[config.mk]
export PLATFORM = sky130hd
export DESIGN_NAME = edsac_sram_arbiter
export DESIGN_NICKNAME = d
export VERILOG_FILES = /design/src/rtl/edsac_sram_pkg.sv /design/src/rtl/edsac_sram_arb_pick.sv /design/src/rtl/edsac_sram_arbiter.sv
export SDC_FILE = /design/constraint.sdc
export NUM_CORES = 1
export LEC_CHECK = 0
export ABC_AREA = 1
export BUFFER_PORTS_ARGS = -buffer_cell sky130_fd_sc_hd__buf_2
export CELL_PAD_IN_SITES_DETAIL_PLACEMENT = 2
export CELL_PAD_IN_SITES_GLOBAL_PLACEMENT = 2
export CORE_ASPECT_RATIO = 1.25
export CORE_MARGIN = 4
export CORE_UTILIZATION = 27
export CTS_BUF_LIST = sky130_fd_sc_hd__clkbuf_8
export CTS_CLUSTER_DIAMETER = 100
export CTS_CLUSTER_SIZE = 28
export DETAILED_ROUTE_END_ITERATION = 16
export PLACE_DENSITY = 0.9
export SKIP_LAST_GASP = 1
export SLEW_MARGIN = 10
export SYNTH_ARGS = -nofsm -noshare
export SYNTH_HDL_FRONTEND = slang
export SYNTH_HIERARCHICAL = 1
export SYNTH_SLANG_ARGS = --single-unit
[constraint.sdc]
create_clock -name clk -period 2.4 [get_ports clk]
set_clock_uncertainty 0.2 [all_clocks]
set_input_delay 0 -clock clk [delete_from_list [all_inputs] [get_ports clk]]
set_output_delay 0 -clock clk [all_outputs]
set_load 0.1 [all_outputs]
[src/rtl/edsac_sram_pkg.sv]
// Shared constants and types for the EDSAC external SRAM arbiter.
package edsac_sram_pkg;

  localparam int ADDR_W = 19;
  localparam int DATA_W = 16;

  typedef enum logic [1:0] {
    IDLE   = 2'd0,
    SETUP  = 2'd1,
    ACCESS = 2'd2,
    DONE   = 2'd3
  } state_e;

  localparam logic PORT_STORE  = 1'b0;
  localparam logic PORT_LOADER = 1'b1;

endpackage

[src/rtl/edsac_sram_arb_pick.sv]
// Combinational winner select for the two SRAM requesters.
// EDSAC_SRAM_ARB_RR_EN selects round robin; otherwise port 0 has fixed priority.
module edsac_sram_arb_pick
  import edsac_sram_pkg::*;
(
  input  logic req0,
  input  logic req1,
  input  logic ptr,
  output logic gnt_vld,
  output logic gnt_port
);

  assign gnt_vld = req0 | req1;

`ifdef EDSAC_SRAM_ARB_RR_EN
  // ptr holds the last served port, so a tie goes to the other one
  always_comb begin
    if (req0 && req1) gnt_port = ~ptr;
    else if (req0)    gnt_port = PORT_STORE;
    else              gnt_port = PORT_LOADER;
  end
`else
  logic unused_ptr;
  assign unused_ptr = ptr;
  assign gnt_port   = req0 ? PORT_STORE : PORT_LOADER;
`endif

endmodule

[src/rtl/edsac_sram_arbiter.sv]
// Two-port arbiter and setup/strobe/hold sequencer for the external async SRAM.
// EDSAC_SRAM_ARB_RR_EN enables round-robin arbitration between the ports.
module edsac_sram_arbiter #(
  parameter int ADDR_W      = edsac_sram_pkg::ADDR_W,
  parameter int DATA_W      = edsac_sram_pkg::DATA_W,
  parameter int WAIT_CYCLES = 2
) (
  input  logic              clk,
  input  logic              rst_n,
  input  logic              req0,
  input  logic              we0,
  input  logic [ADDR_W-1:0] addr0,
  input  logic [DATA_W-1:0] wdata0,
  input  logic              req1,
  input  logic              we1,
  input  logic [ADDR_W-1:0] addr1,
  input  logic [DATA_W-1:0] wdata1,
  output logic              ack0,
  output logic              ack1,
  output logic [DATA_W-1:0] rdata,
  output logic              busy,
  output logic [ADDR_W-1:0] ram_adr,
  output logic [DATA_W-1:0] ram_dat_o,
  input  logic [DATA_W-1:0] ram_dat_i,
  output logic              ram_dat_oe,
  output logic              ram_oe_n,
  output logic              ram_we_n,
  output logic              ram_cs_n
);
  import edsac_sram_pkg::*;

  localparam logic [3:0] LAST = 4'(WAIT_CYCLES - 1);

  state_e            state, state_d;
  logic [3:0]        cnt, cnt_d;
  logic              ptr;
  logic              gnt_vld, gnt_port;
  logic              lat_we, lat_port;
  logic [ADDR_W-1:0] lat_addr;
  logic [DATA_W-1:0] lat_wdata;
  logic              cur_we, cur_port;
  logic [ADDR_W-1:0] cur_addr;
  logic [DATA_W-1:0] cur_wdata;
  logic              cs_n_d, oe_n_d, we_n_d, dat_oe_d, ack0_d, ack1_d;
  logic [ADDR_W-1:0] adr_d;
  logic [DATA_W-1:0] dat_d;

`ifdef EDSAC_SRAM_ARB_RR_EN
  always_ff @(posedge clk or negedge rst_n) begin
    if (!rst_n)                      ptr <= PORT_STORE;
    else if (state == IDLE && gnt_vld) ptr <= gnt_port;
  end
`else
  assign ptr = PORT_STORE;
`endif

  edsac_sram_arb_pick u_pick (
    .req0     (req0),
    .req1     (req1),
    .ptr      (ptr),
    .gnt_vld  (gnt_vld),
    .gnt_port (gnt_port)
  );

  // In IDLE the winner's inputs feed the pin registers so SETUP starts on the grant edge
  always_comb begin
    if (state == IDLE) begin
      cur_port  = gnt_port;
      cur_we    = gnt_port ? we1    : we0;
      cur_addr  = gnt_port ? addr1  : addr0;
      cur_wdata = gnt_port ? wdata1 : wdata0;
    end else begin
      cur_port  = lat_port;
      cur_we    = lat_we;
      cur_addr  = lat_addr;
      cur_wdata = lat_wdata;
    end
  end

  always_comb begin
    state_d = state;
    cnt_d   = cnt;
    case (state)
      IDLE:    if (gnt_vld) state_d = SETUP;
      SETUP:   begin state_d = ACCESS; cnt_d = '0; end
      ACCESS:  if (cnt == LAST) state_d = DONE;
               else             cnt_d   = cnt + 4'd1;
      DONE:    state_d = IDLE;
      default: state_d = IDLE;
    endcase

    // Pin values are derived from the next state and registered, so they never glitch
    cs_n_d   = (state_d == IDLE);
    oe_n_d   = 1'b1;
    we_n_d   = 1'b1;
    dat_oe_d = 1'b0;
    ack0_d   = 1'b0;
    ack1_d   = 1'b0;
    adr_d    = ram_adr;
    dat_d    = ram_dat_o;
    if (state_d != IDLE) adr_d = cur_addr;
    case (state_d)
      SETUP: begin
        oe_n_d   = cur_we;
        dat_oe_d = cur_we;
        if (cur_we) dat_d = cur_wdata;
      end
      ACCESS: begin
        oe_n_d   = cur_we;
        we_n_d   = ~cur_we;
        dat_oe_d = cur_we;
      end
      DONE: begin
        dat_oe_d = cur_we;
        ack0_d   = (cur_port == PORT_STORE);
        ack1_d   = (cur_port == PORT_LOADER);
      end
      default: ;
    endcase
  end

  always_ff @(posedge clk or negedge rst_n) begin
    if (!rst_n) begin
      state      <= IDLE;
      cnt        <= '0;
      lat_we     <= 1'b0;
      lat_port   <= PORT_STORE;
      lat_addr   <= '0;
      lat_wdata  <= '0;
      ram_cs_n   <= 1'b1;
      ram_oe_n   <= 1'b1;
      ram_we_n   <= 1'b1;
      ram_dat_oe <= 1'b0;
      ram_adr    <= '0;
      ram_dat_o  <= '0;
      ack0       <= 1'b0;
      ack1       <= 1'b0;
      busy       <= 1'b0;
      rdata      <= '0;
    end else begin
      state      <= state_d;
      cnt        <= cnt_d;
      ram_cs_n   <= cs_n_d;
      ram_oe_n   <= oe_n_d;
      ram_we_n   <= we_n_d;
      ram_dat_oe <= dat_oe_d;
      ram_adr    <= adr_d;
      ram_dat_o  <= dat_d;
      ack0       <= ack0_d;
      ack1       <= ack1_d;
      busy       <= (state_d != IDLE);
      if (state == IDLE && gnt_vld) begin
        lat_we    <= cur_we;
        lat_port  <= cur_port;
        lat_addr  <= cur_addr;
        lat_wdata <= cur_wdata;
      end
      if (state == ACCESS && cnt == LAST && !lat_we) rdata <= ram_dat_i;
    end
  end

endmodule

Word-level counts from Yosys, hierarchy flattened
Index checks and enable logic that the tools add are counted.

cells by class
  equal/unequal tests = 8
  bitwise operators = 3
  muxes and demuxes = 18
  reductions and logical operators = 12
  add/sub/neg operators = 1

operator list
  operator               count
  $mux W19               2
  $mux W16               2
  $mux W1                9
  $eq A2 B2 Y1 const B   4
  $pmux W2 S4            1
  $pmux W4 S2            1
  $add A4 B1 Y4 const B  1
  $eq A2 B1 Y1 const B   2
  $eq A4 B1 Y1 const B   1
  $logic_not A2 Y1       2
  $mux W2                2
  $mux W4                1
  $reduce_and A2 Y1      2
  $reduce_bool A2 Y1     2
  $logic_and A1 B1 Y1    3
  $reduce_or A3 Y1       1
  $ne A2 B2 Y1 const B   1
  $not A1 Y1             2
  $reduce_or A2 Y1       1
  $logic_not A1 Y1       1
  $or A1 B1 Y1           1

word-level totals
  register bits = 101
  output and inout port bits = 58
  bits of input ports = 92

Depth between registers and ports, before layout
  word-level depth = 6
  gate-level depth with buffers = 13
  depth with buffers taken out = 11

Cells and area by module
Netlist, hierarchy kept.

modules (own cells, without submodules)
  module               times used  area each (µm²)  cells an instance
  edsac_sram_arbiter   1           4783.3           598
  edsac_sram_arb_pick  1           13.8             3

Worst setup path after synthesis
No wires, ideal clock.

  path kind = register -> register
  start point = reg state[0]
  end point = reg ram_adr[13]
  setup slack = -123 ps
  data required time = 2069 ps
  clock period less this slack = 2523 ps
  cell stages (with the launch flop) = 12
  arrival time = 2192 ps
  cell sequence = dfrtp_1 -> inv_1 -> ha_1 -> buf_2 -> buf_2 -> o21ai_0 -> inv_1 -> ha_1 -> clkbuf_1 -> buf_2 -> a21oi_1 -> a21oi_1

between the ends
  cells in the longest elaborated chain, start to end = 3
  elaborated cells between the ends (all ways) = 9
  those cells by class = eq/ne: 3; mux: 4; reduce/logical: 2

ends and longest elaborated chain
  element                                     line                       text
  start, declared                             edsac_sram_arbiter.sv:34   state_e state, state_d;
  start signal, assigned                      edsac_sram_arbiter.sv:141  state <= state_d;
  $eq A2 B2 Y1, or another cell as far along  edsac_sram_arbiter.sv:83   case (state)
  $pmux W2 S4 (*)                             edsac_sram_arbiter.sv:83
  named net state_d[0]                        edsac_sram_arbiter.sv:34
  $reduce_bool A2 Y1 (*)                      edsac_sram_arbiter.sv:101  if (state_d != IDLE) adr_d = cur_addr;
  end signal, assigned                        edsac_sram_arbiter.sv:147  ram_adr <= adr_d;
  end, declared                               edsac_sram_arbiter.sv:22   output logic [ADDR_W-1:0] ram_adr,

Mark *: on every way through the listed nets, which the timed path passes. The rest lies on a longest branch.
A chain may end at the register's enable or synchronous reset.

Worst setup path after layout
  start point = reg state[1]
  end point = reg lat_addr[2]

between the ends
  cells in the longest elaborated chain, start to end = 2
  elaborated cells between the ends (all ways) = 3
  those cells by class = mux: 1; reduce/logical: 2

ends and longest elaborated chain
  element                                          line                                                 text
  $logic_not A2 Y1 (*)                             edsac_sram_arbiter.sv:67, edsac_sram_arbiter.sv:152
  $mux W19 or $logic_and A1 B1 Y1 (tied branches)  edsac_sram_arbiter.sv:67, edsac_sram_arbiter.sv:152
  end signal, assigned                             edsac_sram_arbiter.sv:155                            lat_addr <= cur_addr;
  end, declared                                    edsac_sram_arbiter.sv:39                             logic [ADDR_W-1:0] lat_addr;

Every way passes the cells marked *; elsewhere a longest branch is shown, timed or not.

==> results_dict.tcl <==
set metrics [dict create \
    netlist_area_sq_um 4790 \
    grt_pass1_wl_um 32200 \
    worst-slew-pin-transition_ns 0.725 \
    status "finished, violations left" \
    grt_max_degree 75 \
    design.core.area_sq_um 17400 \
    setup-violations-final 0 \
    ctsHtreeMaxLevel 3 \
    startpoint_type "register" \
    violations "hold timing" \
    slowest_stage "dlygate4sd3_1" \
    crit_chain "inv_1 -> ha_4 -> inv_2 -> buf_4 -> nor2_1 -> o21ai_0 -> dlygate4sd3_1 -> o21ai_1" \
    nFillCells 2013 \
    cap_violations 0 \
    r2r-end "lat_addr[2]" \
    yosysWarnings 6 \
    ioPinCount 150 \
    row_count 54 \
    critPathArrivalTime_ns 2.38 \
    vias 5026 \
    setup_tns_ns 0 \
    finalCritPeriodShare 0.953 \
    reg2reg_depth 8 \
    wl_per_cell_um 19.2 \
    dp_hpwl_um 12100 \
    crit_type "register to register" \
    crit_fanout 22 \
    worstSkewPairLatency_ns 0.37 \
    area_delta_synth_final_pct 45.4 \
    slew_headroom 0.517 \
    fin_hold_ws_ns -0.0307 \
    die_h_um 157 \
    cts_buffers 9 \
    first_pass_iters 4 \
    rsz0062_at_grt "false" \
    r2r_setup_slack_ns 0.11 \
    route.final.wire_length_um 20400 \
    avgViaCountPerCell 4.72 \
    initial_core_util 0.275 \
    clkSinkCount 101 \
    io_buffers 149 \
    place_congestion 0.787 \
    drt_iter0_markers 160 \
    final_max_slew_viol_count 0 \
    clockBufferDepth 2 \
    endpoint_kind "register" \
    drcViolationCount 0 \
    syn_inst 600 \
    grt_overflow 0 \
    antenna_found_initial 2 \
    clockRootBuffer "clkbuf_8" \
    drive_above_1_share 0.244 \
    cts_tree "done" \
    syn-num-nets 702 \
    dieArea_sq_um 20000 \
    nNetsFinal 937 \
    finalHoldViolations 6 \
    grt_usage 0.205 \
    max_freq_mhz 437 \
    period_needed_ns 2.29 \
    postRouteAntennaNets 0 \
    grt_pass1_vias 5925 \
    clkSlewWorstSetupHoldPaths_ns 0.11 \
    hold_path_class "input pin to async pin" \
    syn-mean-instance-area_sq_um 7.99 \
    max_stage_delay_ns 0.61 \
    regToRegStartpoint "state[1]" \
    required_ns 2.49 \
    fp.dieW_um 127 \
]
==> placed cells by master (no fill, tap or decap), types with 5 or more instances in the layout <==
cell type / count
nand2_1: 159
buf_2: 148
dfrtp_1: 98
dlygate4sd3_1: 90
o21ai_0: 67
inv_1: 64
nor2_1: 62
a21oi_1: 39
nand3_1: 35
buf_4: 16
o21ai_1: 10
clkbuf_8: 9
ha_1: 7
inv_2: 5
==> repair_timing <==
action | in CTS | in global routing
endpoints found under the hold margin | 186 | 0
resized for setup | 5 | 10
pin swaps | 0 | 2
setup endpoints to repair | 34 | 40
setup buffers | 0 | 2
hold buffers | 90 | 0
==> state kept, by name (all words and copies together), names as in the netlist, 2 cells and up <==
signal     cells
state          2
lat_wdata     16
ram_adr       19
rdata         16
lat_addr      19
cnt            4
ram_dat_o     16
==> worst max path at each step <==
stage | start | cells after the start | to | slack (ns)
floorplan | state[0] | 11 | ram_adr[13] | 0.02
global placement | state[0] | 9 | ram_dat_o[15] | 0.05
detailed placement | state[1] | 10 | ram_dat_o[15] | -0.24
CTS | cnt[1] | 12 | ram_adr[2] | 0.0003
global route | state[1] | 8 | lat_addr[3] | 0.003
finish | state[1] | 8 | lat_addr[2] | 0.11
==> metrics by stage <==
step / utilization / setup slack (ns) / area [sq um] / std cells / hold WS [ns]
6_report: 0.400 / 0.112 / 6970 / 1065 / -0.0307
3_5_place_dp: 0.334 / -0.241 / 5820 / 956 / -0.126
5_1_grt: 0.400 / 0.00338 / 6970 / 1065 / 0.0521
3_3_place_gp: 0.334 / 0.0473 / 5820 / 956 / -0.122
4_1_cts: 0.396 / 0.000261 / 6910 / 1061 / 0.00540
2_1_floorplan: - / 0.0244 / 4790 / 600 / -0.496
==> critical path: cells and delay by family (launching register included) <==
| family | cells | cell delay (ns) |
|---|---|---|
| AND/OR/NAND/NOR | 1 | 0.13 |
| buffers and inverters | 4 | 1.01 |
| flip-flops | 1 | 0.41 |
| adder cells (fa/ha/maj) | 1 | 0.19 |
| AO/OA/AOI/OAI | 2 | 0.25 |
==> area by class of cell <==
cell class / count / area (sq um) / area share
antenna: 2 / 5.00 / 0.000718
multi-input combinational: 395 / 1870 / 0.268
inverter: 69 / 259 / 0.0372
clock inverter: 6 / 47.5 / 0.00682
timing repair buffer: 259 / 1850 / 0.266
tap: 224 / 280 / 0.0402
clock buffer: 9 / 124 / 0.0178
sequential: 101 / 2530 / 0.363
==> per-layer routing <==
| metal | vias up | GRT usage | share of wire |
|---|---|---|---|
| met2 | 135 | 0.393 | 0.56 |
| met1 | 2503 | 0.225 | 0.38 |
| met3 | 48 | 0.0309 | 0.032 |
| met5 | - | 0 | 0 |
| met4 | 0 | 0.0828 | 0.037 |
| li1 | 2340 | - | - |
Power is not shown: default switching activity piles up to over one toggle a cycle in this logic, so the estimate is an artifact.
